## src/rtl/i2c_pointer_responder.sv

```systemverilog
// rtl/i2c_pointer_responder.sv - I2C target responder for pointer-write transactions
//
// Purpose: oversamples SCL/SDA on PT_CK, detects START/STOP/repeated START,
// ACKs a matching write address, captures the following pointer byte and
// strobes it out. Optional data-byte reception with auto-increment of the
// pointer is compiled in with the I2C_RESP_DATA_EN macro.
//
// Ports:
//   PT_CK       responder clock (>= 8x SCL toggle rate)
//   RESET_N     synchronous active-low reset
//   SCLI, SDAI  raw bus line levels
//   HOLD        1 = NACK own address (sleeping device emulation)
//   SDAO        0 = pull SDA low, 1 = release
//   POINTER     last accepted pointer byte
//   PTR_VALID   one-cycle pulse when POINTER is loaded from the bus
//   ADDR_HIT    one-cycle pulse when the address is ACKed
//   ST          current state (test)
//   BIT_CNT     bits received in the current byte, 0..9 (test)
//   DATA, DATA_VALID  last data byte and its strobe (I2C_RESP_DATA_EN only)

module i2c_pointer_responder #(
  parameter logic [7:0]  SLAVE_ADDRESS = 8'h6C,
  parameter int unsigned FILTER_LEN    = 2
) (
  input  logic       PT_CK,
  input  logic       RESET_N,
  input  logic       SCLI,
  input  logic       SDAI,
  input  logic       HOLD,
  output logic       SDAO,
  output logic [7:0] POINTER,
  output logic       PTR_VALID,
  output logic       ADDR_HIT,
  output logic [3:0] ST,
  output logic [3:0] BIT_CNT
`ifdef I2C_RESP_DATA_EN
  ,
  output logic [7:0] DATA,
  output logic       DATA_VALID
`endif
);

  typedef enum logic [3:0] {
    IDLE      = 4'd0,
    ADDR      = 4'd1,
    ADDR_ACK  = 4'd2,
    PTR       = 4'd3,
    PTR_ACK   = 4'd4,
    DATA_ST   = 4'd5,
    DATA_ACK  = 4'd6,
    WAIT_STOP = 4'd7
  } state_t;

  localparam logic [2:0] FILT_MAX = 3'(FILTER_LEN - 1);

  // Input conditioning: 2-flop synchronizer, stable-count filter, edge history
  logic       scl_meta_q, scl_sync_q, scl_f_q, scl_prev_q;
  logic       sda_meta_q, sda_sync_q, sda_f_q, sda_prev_q;
  logic [2:0] scl_cnt_q, sda_cnt_q;
  logic       scl_f_d, sda_f_d;
  logic [2:0] scl_cnt_d, sda_cnt_d;

  // Protocol state
  state_t     state_q, state_d;
  logic [3:0] bit_cnt_q, bit_cnt_d;
  logic [7:0] shift_q, shift_d;
  logic [7:0] pointer_q, pointer_d;
  logic       sdao_q, sdao_d;
  logic       ptr_valid_q, ptr_valid_d;
  logic       addr_hit_q, addr_hit_d;
`ifdef I2C_RESP_DATA_EN
  logic [7:0] data_q, data_d;
  logic       data_valid_q, data_valid_d;
`endif

  logic scl_rise, scl_fall, start_det, stop_det;

  // A new level must persist for FILTER_LEN consecutive cycles to be accepted.
  always_comb begin
    scl_f_d   = scl_f_q;
    scl_cnt_d = 3'd0;
    if (scl_sync_q != scl_f_q) begin
      if (scl_cnt_q == FILT_MAX) scl_f_d = scl_sync_q;
      else                       scl_cnt_d = scl_cnt_q + 3'd1;
    end
    sda_f_d   = sda_f_q;
    sda_cnt_d = 3'd0;
    if (sda_sync_q != sda_f_q) begin
      if (sda_cnt_q == FILT_MAX) sda_f_d = sda_sync_q;
      else                       sda_cnt_d = sda_cnt_q + 3'd1;
    end
  end

  assign scl_rise  = scl_f_q & ~scl_prev_q;
  assign scl_fall  = ~scl_f_q & scl_prev_q;
  // SCL must be high on both sides of the SDA edge to count as a condition
  assign start_det = sda_prev_q & ~sda_f_q & scl_f_q & scl_prev_q;
  assign stop_det  = ~sda_prev_q & sda_f_q & scl_f_q & scl_prev_q;

  always_comb begin
    state_d     = state_q;
    bit_cnt_d   = bit_cnt_q;
    shift_d     = shift_q;
    pointer_d   = pointer_q;
    sdao_d      = sdao_q;
    ptr_valid_d = 1'b0;
    addr_hit_d  = 1'b0;
`ifdef I2C_RESP_DATA_EN
    data_d       = data_q;
    data_valid_d = 1'b0;
`endif
    if (stop_det) begin
      state_d   = IDLE;
      sdao_d    = 1'b1;
      bit_cnt_d = 4'd0;
    end else if (start_det) begin
      // Repeated START discards any partial byte; POINTER is left alone.
      state_d   = ADDR;
      sdao_d    = 1'b1;
      bit_cnt_d = 4'd0;
    end else begin
      case (state_q)
        ADDR, PTR, DATA_ST: begin
          if (scl_rise) begin
            shift_d   = {shift_q[6:0], sda_f_q};
            bit_cnt_d = bit_cnt_q + 4'd1;
          end else if (scl_fall && bit_cnt_q == 4'd8) begin
            case (state_q)
              ADDR: begin
                if (shift_q == SLAVE_ADDRESS && !HOLD) begin
                  sdao_d     = 1'b0;
                  addr_hit_d = 1'b1;
                  state_d    = ADDR_ACK;
                end else begin
                  sdao_d  = 1'b1;
                  state_d = WAIT_STOP;
                end
              end
              PTR: begin
                sdao_d      = 1'b0;
                pointer_d   = shift_q;
                ptr_valid_d = 1'b1;
                state_d     = PTR_ACK;
              end
              default: begin
`ifdef I2C_RESP_DATA_EN
                sdao_d       = 1'b0;
                data_d       = shift_q;
                data_valid_d = 1'b1;
                pointer_d    = pointer_q + 8'd1;
                state_d      = DATA_ACK;
`else
                state_d = WAIT_STOP;
`endif
              end
            endcase
          end
        end
        ADDR_ACK, PTR_ACK, DATA_ACK: begin
          // The ACK is held low through the 9th SCL high phase and released
          // on the fall that ends it.
          if (scl_rise) begin
            bit_cnt_d = 4'd9;
          end else if (scl_fall && bit_cnt_q == 4'd9) begin
            sdao_d    = 1'b1;
            bit_cnt_d = 4'd0;
            case (state_q)
              ADDR_ACK: state_d = PTR;
`ifdef I2C_RESP_DATA_EN
              default:  state_d = DATA_ST;
`else
              default:  state_d = WAIT_STOP;
`endif
            endcase
          end
        end
        default: sdao_d = 1'b1;  // IDLE, WAIT_STOP
      endcase
    end
  end

  always_ff @(posedge PT_CK) begin
    if (!RESET_N) begin
      scl_meta_q  <= 1'b1;
      scl_sync_q  <= 1'b1;
      scl_f_q     <= 1'b1;
      scl_prev_q  <= 1'b1;
      scl_cnt_q   <= 3'd0;
      sda_meta_q  <= 1'b1;
      sda_sync_q  <= 1'b1;
      sda_f_q     <= 1'b1;
      sda_prev_q  <= 1'b1;
      sda_cnt_q   <= 3'd0;
      state_q     <= IDLE;
      bit_cnt_q   <= 4'd0;
      shift_q     <= 8'd0;
      pointer_q   <= 8'd0;
      sdao_q      <= 1'b1;
      ptr_valid_q <= 1'b0;
      addr_hit_q  <= 1'b0;
`ifdef I2C_RESP_DATA_EN
      data_q       <= 8'd0;
      data_valid_q <= 1'b0;
`endif
    end else begin
      scl_meta_q  <= SCLI;
      scl_sync_q  <= scl_meta_q;
      scl_f_q     <= scl_f_d;
      scl_prev_q  <= scl_f_q;
      scl_cnt_q   <= scl_cnt_d;
      sda_meta_q  <= SDAI;
      sda_sync_q  <= sda_meta_q;
      sda_f_q     <= sda_f_d;
      sda_prev_q  <= sda_f_q;
      sda_cnt_q   <= sda_cnt_d;
      state_q     <= state_d;
      bit_cnt_q   <= bit_cnt_d;
      shift_q     <= shift_d;
      pointer_q   <= pointer_d;
      sdao_q      <= sdao_d;
      ptr_valid_q <= ptr_valid_d;
      addr_hit_q  <= addr_hit_d;
`ifdef I2C_RESP_DATA_EN
      data_q       <= data_d;
      data_valid_q <= data_valid_d;
`endif
    end
  end

  assign SDAO      = sdao_q;
  assign POINTER   = pointer_q;
  assign PTR_VALID = ptr_valid_q;
  assign ADDR_HIT  = addr_hit_q;
  assign ST        = state_q;
  assign BIT_CNT   = bit_cnt_q;
`ifdef I2C_RESP_DATA_EN
  assign DATA       = data_q;
  assign DATA_VALID = data_valid_q;
`endif

endmodule

```

## config.mk

```make
export PLATFORM = sky130hd
export DESIGN_NAME = i2c_pointer_responder
export DESIGN_NICKNAME = d
export VERILOG_FILES = /design/src/rtl/i2c_pointer_responder.sv
export SDC_FILE = /design/constraint.sdc
export NUM_CORES = 1
export LEC_CHECK = 0
export BUFFER_PORTS_ARGS = -buffer_cell sky130_fd_sc_hd__buf_4
export CORE_MARGIN = 2
export CORE_UTILIZATION = 56
export DETAILED_ROUTE_END_ITERATION = 6
export PLACE_DENSITY = 0.84
export SLEW_MARGIN = 20
export SYNTH_ARGS = -nofsm -noshare
export SYNTH_HDL_FRONTEND = slang
export SYNTH_SLANG_ARGS = --single-unit
```

## constraint.sdc

```tcl
create_clock -name PT_CK -period 1.9 [get_ports PT_CK]
set_input_delay 0.38 -clock PT_CK [delete_from_list [all_inputs] [get_ports PT_CK]]
set_output_delay 0.38 -clock PT_CK [all_outputs]
set_load 0.02 [all_outputs]
```

Yosys cells after proc, flatten, opt, wreduce, memory -nomap -nowiden

Index checks and enable logic that the tools add are counted.

Output and inout bits: 19
Flip-flop bits (word level): 41
Word-level logic and storage cells: 110
Input bits: 5

Muxes and demuxes: 22
$add $sub $neg: 3
Reduce and logical (&&, ||, !) cells: 22
Bitwise gates (word level): 21
Equal/unequal tests: 24

Operators by type and width:

| kind                                                            | count |
|---|---|
| 4-bit 2-to-1 mux                                                | 7 |
| 4-bit case mux with 2 select lines                              | 3 |
| 3-bit inequality test, second input constant                    | 6 |
| 5-bit AND reduction                                             | 3 |
| 3-bit OR reduction                                              | 5 |
| 1-bit inverter                                                  | 13 |
| 4-bit by 3-bit == test with 1-bit output, second input constant | 3 |
| 2-bit inequality test, second input constant                    | 5 |
| 1-bit AND                                                       | 8 |
| 4-bit by 2-bit == test with 1-bit output, second input constant | 2 |
| 4-bit == test, second input constant                            | 2 |
| 8-bit by 7-bit == test with 1-bit output, second input constant | 1 |
| 1-bit 2-to-1 mux                                                | 8 |
| 7-bit OR reduction                                              | 1 |
| 3-bit by 1-bit adder with 3-bit output, second input constant   | 2 |
| 3-bit by 1-bit == test with 1-bit output, second input constant | 2 |
| 3-bit 2-to-1 mux                                                | 2 |
| 6-bit AND reduction                                             | 1 |
| 6-bit OR reduction                                              | 1 |
| 4-bit by 1-bit adder with 4-bit output, second input constant   | 1 |
| 4-bit by 1-bit == test with 1-bit output, second input constant | 1 |
| 1-bit case mux with 2 select lines                              | 2 |
| 2-bit AND reduction                                             | 2 |
| 4-bit AND reduction                                             | 1 |
| 7 further kinds                                                 | 10 |

Depth between registers and ports, before layout

Gate-level depths: netlist (run 1).

Depth in word-level cells: 8
Mapped depth: 7
Gate-level depth less buffers: 6

Least setup slack after synthesis (run 1)

No wires, ideal clock.

Path type: register -> register
From: register bit_cnt_q[0] (netlist: BIT_CNT[0])
To: register state_q[1] (netlist: ST[1])
Setup time: 0.058 ns
Slack: 0.171 ns
Arrival time: 1.671 ns
Required time: 1.842 ns
Period minus slack after synthesis: 1.729 ns
Buffers on the path: 1
Cell stages (with the launch flop): 8
Cells stage by stage: dfxtp_1 > inv_1 > ha_1 > and4b_1 > and2_1 > buf_4 > nor3_1 > o21a_1

Word-level cells in the longest chain between the ends: 4
Elaborated cells on any way between the ends: 7
Classes of those cells: eq/ne: 4; reduce/logical: 3

RTL lines:

| element                              | RTL line | RTL |
|---|---|---|
| from (decl)                          | 65       | `logic [3:0] bit_cnt_q, bit_cnt_d;` |
| from (signal assigned)               | 217      | `bit_cnt_q <= bit_cnt_d;` |
| 4-bit == test (on tied branches)     | 164, 127 |  |
| 1-bit logical AND (on tied branches) | 164, 127 |  |
| 2-bit inequality test (no line)      | -        |  |
| 5-bit AND reduction (no line) *      | -        |  |
| to (signal assigned)                 | 216      | `state_q <= state_d;` |
| to (decl)                            | 64       | `state_t state_q, state_d;` |

Mark *: on every way between the ends. The rest lies on a longest branch, timed or not.
A chain may end at the register's enable or synchronous reset.

Worst setup path after layout (run 1)

From: register bit_cnt_q[1] (netlist: BIT_CNT[1])
To: register state_q[1] (netlist: ST[1])

The elaborated chain is that of the path after synthesis.

==> reports/metrics.csv, run 1 <==
metric;value;unit
status;completed;
f_max;583;MHz
# setup viols final;0;
Sequential Area;801;um2
Crit. End Element;flop;
Ys Warns;0;
Port Buf Inserts;22;
fill cell count;267;
Worst path max stage delay;0.42;ns
Hold Crit Class;input port to flop;
die area;0.00377;mm2
Finished Layout Cells;262;
multi-input logic area;963;um2
#FFs+latches synth;40;
Placed Cells;254;
share of post-route cells with drive strength above 1;0.188;
# clock sinks;40;
die height;61.4;um
Fin Hold WS;0.212;ns
IO Pins;24;
post-synth top area share;0.434;
nets@finish;229;
area grow syn2layout;14.3;%
Diodes inserted;0;
headroom to the max-slew limit;0.587;
Reg clk slew, reported paths;0.11;ns
synthesized net count;207;
unrepaired setup endpoints after global routing;no;
routed vias/inst;5.57;
Pwr Density;638;mW/mm2
Synth cell types;45;
clk_lat worst skew;0.34;ns
Tmin final;1.71;ns
routed via count;1460;
asr flop ratio synth;0;
Initial Util;0.594;
Mapped Area;0.00184;mm2
Crit path arrival time;2.01;ns
1st-pass router iterations;4;
placed cell area;0.00204;mm2
final instance area;0.00211;mm2
Iter 0 DRT Violations;64;
ordered cell list for the critical path;inv_1, ha_1, and4b_1, and2_2, nor3_1, o21a_1;
number of global-route vias before repair;1362;
post-DP HPWL;2580;um
die span in x;61.4;um
Commonest cells post-synth;dfxtp_1, mux2i_1, nor2b_1, nor2_1;
startpoint types;flop;
Antenna Nets Post-Route;0;
Tcrit/Tclk final;0.903;
clock skew;0.00373;ns
CP max stage cell;dfxtp_1;
Syn Area/Cell;9.45;um2
critical path peak fanout;9;
max-slew violations;0;
wire per inst;13.4;um
Overall Global Routing Usage;0.211;
row cnt;20;
register area share after synthesis;0.434;
largest area contributor in the netlist;dfxtp_1;
cell with the most instances after synthesis;dfxtp_1;
TritonCTS clock tree;done;
Final Hold Fails;0;
number of H-tree levels;2;
Routed WL;3510;um
actual slew at the worst max-slew pin;0.615;ns
CP required;2.19;ns
max-cap viol count;0;
Synth Flop Type;dfxtp_1;
GPL Wtd Cong;0.838;
leak pwr;0.000862;uW
worst vdd ir;0.000535;V
core area;0.00310;mm2
pin count of the biggest net entering global routing;30;
DRC violations left;0;
CTS max path bufs;2;
CTS buffer count;5;
setup TNS;0;ns
first-pass GRT wire length;5830;um
Worst R2R Setup Slack;0.19;ns
ranking of synthesized cells by area;dfxtp_1, mux2i_1, nor2b_1;
Post-synth EDFFs;0;
critical path type;flop to flop;
clock root buffer;clkbuf_4;
synthesized instance count;195;
Congestion Overflow GR;0;
antenna violations before repair;0;
-- metrics by stage --
| stage | total power [uW] | setup slack, ns | utilization |
|---|---|---|---|
| 3_5_place_dp | 924 | 0.0934 | 0.658 |
| 6_report | 1340 | 0.185 | 0.679 |
| 5_1_grt | 1400 | 0.0829 | 0.679 |
| 4_1_cts | 1350 | 0.0874 | 0.678 |
| 3_3_place_gp | 921 | 0.188 | 0.658 |
| 2_1_floorplan | 910 | 0.171 | - |
-- registers in the layout (all words and copies together) (netlist names), 3 cells and up --
signal,cells
ST,3
POINTER,8
shift_q,8
BIT_CNT,4
sda_cnt_q,3
scl_cnt_q,3
-- report_power, final --
group | internal (uW) | total [uW] | switching, uW
logic | 23.8 | 50.9 | 27.2
clock network | 176 | 439 | 263
registers | 847 | 854 | 7.03
-- timing repair --
action	in CTS	in global routing
hold buffers	0	0
setup buffers	0	0
setup endpoints to repair	0	8
resized for setup	0	1
-- area by class of cell --
| cell class | count | share of cell area |
|---|---|---|
| Multi-Input combinational cell | 137 | 0.458 |
| Sequential cell | 40 | 0.380 |
| Inverter | 6 | 0.0107 |
| Timing Repair Buffer | 27 | 0.0963 |
| Clock inverter | 2 | 0.00475 |
| Tap cell | 44 | 0.0261 |
| Clock buffer | 6 | 0.0244 |
-- critical path: cells and delay by family, from the launching register on --
kind | cells | cell delay, ns
simple gates | 3 | 0.79
buf+inv | 1 | 0.09
compound gates | 1 | 0.15
fa+ha+maj | 1 | 0.23
flops | 1 | 0.42
-- routing by layer --
metal | wire length (um) | track usage | up-vias
met1 | 1550 | 0.248 | 684
met2 | 1730 | 0.369 | 50
met4 | 45 | 0.0729 | 0
met3 | 181 | 0.0588 | 5
li1 | - | - | 721
met5 | 0 | 0 | -
-- path summary, 6_finish.rpt --
kind | depth (start not counted) | end | startpoint
worst max register to register | 6 | ST[1]$_SDFFE_PP0P_ | BIT_CNT[1]$_SDFFE_PP0P_
worst min-delay path | 2 | sda_meta_q$_SDFF_PN1_ | SDAI
worst max-delay path | 6 | ST[1]$_SDFFE_PP0P_ | BIT_CNT[1]$_SDFFE_PP0P_
worst min register to register | 1 | sda_sync_q$_SDFF_PN1_ | sda_meta_q$_SDFF_PN1_
-- layout by cell type (no fill, tap or decap), drive strengths merged, types with 6 or more instances in the layout --
cell / count
dfxtp: 40
buf: 27
mux2i: 19
nor2b: 18
nor2: 12
nand2b: 9
a21oi: 9
nand2: 8
ha: 7
inv: 6
clkbuf: 6
-- cells by family after synthesis --
logic type | Yosys count | synth area share
buf+inv | 18 | 0.0434
mux | 19 | 0.103
xor+xnor | 3 | 0.0143
simple gates | 75 | 0.240
fa+ha+maj | 7 | 0.0475
other cells | 1 | 0.00203
flops | 40 | 0.434
compound gates | 32 | 0.115
Note: power is estimated with default switching activity, not from simulation.
==> run 2: changes to the inputs <==
--- a/config.mk
+++ b/config.mk
@@ -9,7 +9,7 @@
 export CORE_MARGIN = 2
 export CORE_UTILIZATION = 56
 export DETAILED_ROUTE_END_ITERATION = 6
-export PLACE_DENSITY = 0.84
+export PLACE_DENSITY_LB_ADDON = 0.15
 export SLEW_MARGIN = 20
 export SYNTH_ARGS = -nofsm -noshare
 export SYNTH_HDL_FRONTEND = slang
==> reports/metrics.csv, run 2 (synthesis results as in run 1) <==
metric;value;unit
status;completed;
Tcrit/Tclk final;0.888;
Crit. End Element;flop;
FF-to-FF End;ST[1]$_SDFFE_PP0P_;
number of global-route vias before repair;1325;
Reg clk slew, reported paths;0.12;ns
max-slew violations;0;
1st-pass router iterations;4;
unrepaired setup endpoints after global routing;no;
Diodes inserted;0;
actual slew at the worst max-slew pin;0.681;ns
pin count of the biggest net entering global routing;30;
multi-input logic area;963;um2
clock root buffer;clkbuf_4;
DRC violations left;0;
CP required;2.20;ns
CTS buffer count;5;
setup TNS;0;ns
Worst R2R Setup Slack;0.21;ns
Reg2Reg Depth;6;
core area;0.00310;mm2
routed vias/inst;5.50;
# clock sinks;40;
Congestion Overflow GR;0;
Placed Cells;255;
die height;61.4;um
max-cap viol count;0;
Iter 0 DRT Violations;114;
share of post-route cells with drive strength above 1;0.192;
hold endpoint;scl_meta_q$_SDFF_PN1_;
# setup viols final;0;
post-DP HPWL;2540;um
die span in x;61.4;um
Routed WL;3580;um
number of H-tree levels;2;
Pwr Density;701;mW/mm2
die area;0.00377;mm2
WHS Path Cells;2;
Final Hold Fails;0;
Crit path arrival time;1.99;ns
min-delay src;SCLI;
startpoint types;flop;
critical path type;flop to flop;
most frequent cells in the layout;dfxtp_1, buf_4, mux2i_1;
area grow syn2layout;16.2;%
nets@finish;230;
headroom to the max-slew limit;0.543;
GPL Wtd Cong;0.919;
Port Buf Inserts;22;
f_max;593;MHz
clock skew;0.00749;ns
fill cell count;260;
Tmin final;1.69;ns
critical path peak fanout;9;
clk_lat worst skew;0.35;ns
Overall Global Routing Usage;0.219;
IO Pins;24;
first-pass GRT wire length;6000;um
leak pwr;0.000877;uW
TritonCTS clock tree;done;
commonest non-fill, non-tap cell in the layout;dfxtp_1;
Hold Crit Class;input port to flop;
antenna violations before repair;0;
worst vdd ir;0.000573;V
Antenna Nets Post-Route;0;
Setup crit start;BIT_CNT[1]$_SDFFE_PP0P_;
row cnt;20;
wire per inst;13.6;um
Sequential Area;801;um2
Initial Util;0.594;
CTS max path bufs;2;
reg2reg start;BIT_CNT[1]$_SDFFE_PP0P_;
Finished Layout Cells;263;
routed via count;1447;
## run 2: worst max-delay path by stage
stage	to	slack, ns	cells past startpoint
6_report	ST[1]$_SDFFE_PP0P_	0.21	6
5_1_grt	ST[1]$_SDFFE_PP0P_	0.09	6
4_1_cts	POINTER[2]$_SDFFE_PN0P_	0.09	6
3_5_place_dp	POINTER[2]$_SDFFE_PN0P_	0.11	6
3_3_place_gp	POINTER[5]$_SDFFE_PN0P_	0.19	6
2_1_floorplan	ST[1]$_SDFFE_PP0P_	0.17	7
## run 2: per-layer routing
layer | GRT usage | vias up | wire [um]
met5 | 0 | - | 0
met4 | 0.0729 | 0 | 46
met3 | 0.0567 | 6 | 133
met2 | 0.366 | 34 | 1750
met1 | 0.276 | 683 | 1650
li1 | - | 724 | -
## run 2: power breakdown
group	internal [uW]	switching (uW)
logic	23.7	27.4
clock network	315	280
registers	847	7.11
## run 2: area by class of cell
| class | instances | area share |
|---|---|---|
| inverters | 6 | 0.0105 |
| flip-flops and latches | 40 | 0.374 |
| clock inverters | 2 | 0.0181 |
| clock buffers | 6 | 0.0239 |
| repair buffers | 28 | 0.0981 |
| multi-input cells | 137 | 0.450 |
| well taps | 44 | 0.0257 |
## run 2: metrics by stage
step	cell area (um2)	hold WS [ns]	total power, uW	setup WS (ns)	utilization
4_1_cts	2140	0.196	1520	0.0877	0.690
5_1_grt	2140	0.208	1560	0.0941	0.690
2_1_floorplan	1840	0.386	910	0.171	-
3_3_place_gp	2050	0.396	921	0.187	0.661
3_5_place_dp	2050	0.404	924	0.109	0.661
6_report	2140	0.211	1500	0.213	0.690
## run 2: repair_timing
item,CTS,global route
hold endpoints to repair,0,0
setup buffers,0,0
setup endpoints to repair,0,4
hold buffers,0,0
resized for setup,0,1
## run 2: worst max-delay path, cell delays in order (launching register included)
cell     delay [ns]
dfxtp_1        0.43
inv_1          0.08
ha_1           0.22
and4b_1        0.24
and2_2         0.30
nor3_1         0.21
o21a_1         0.15
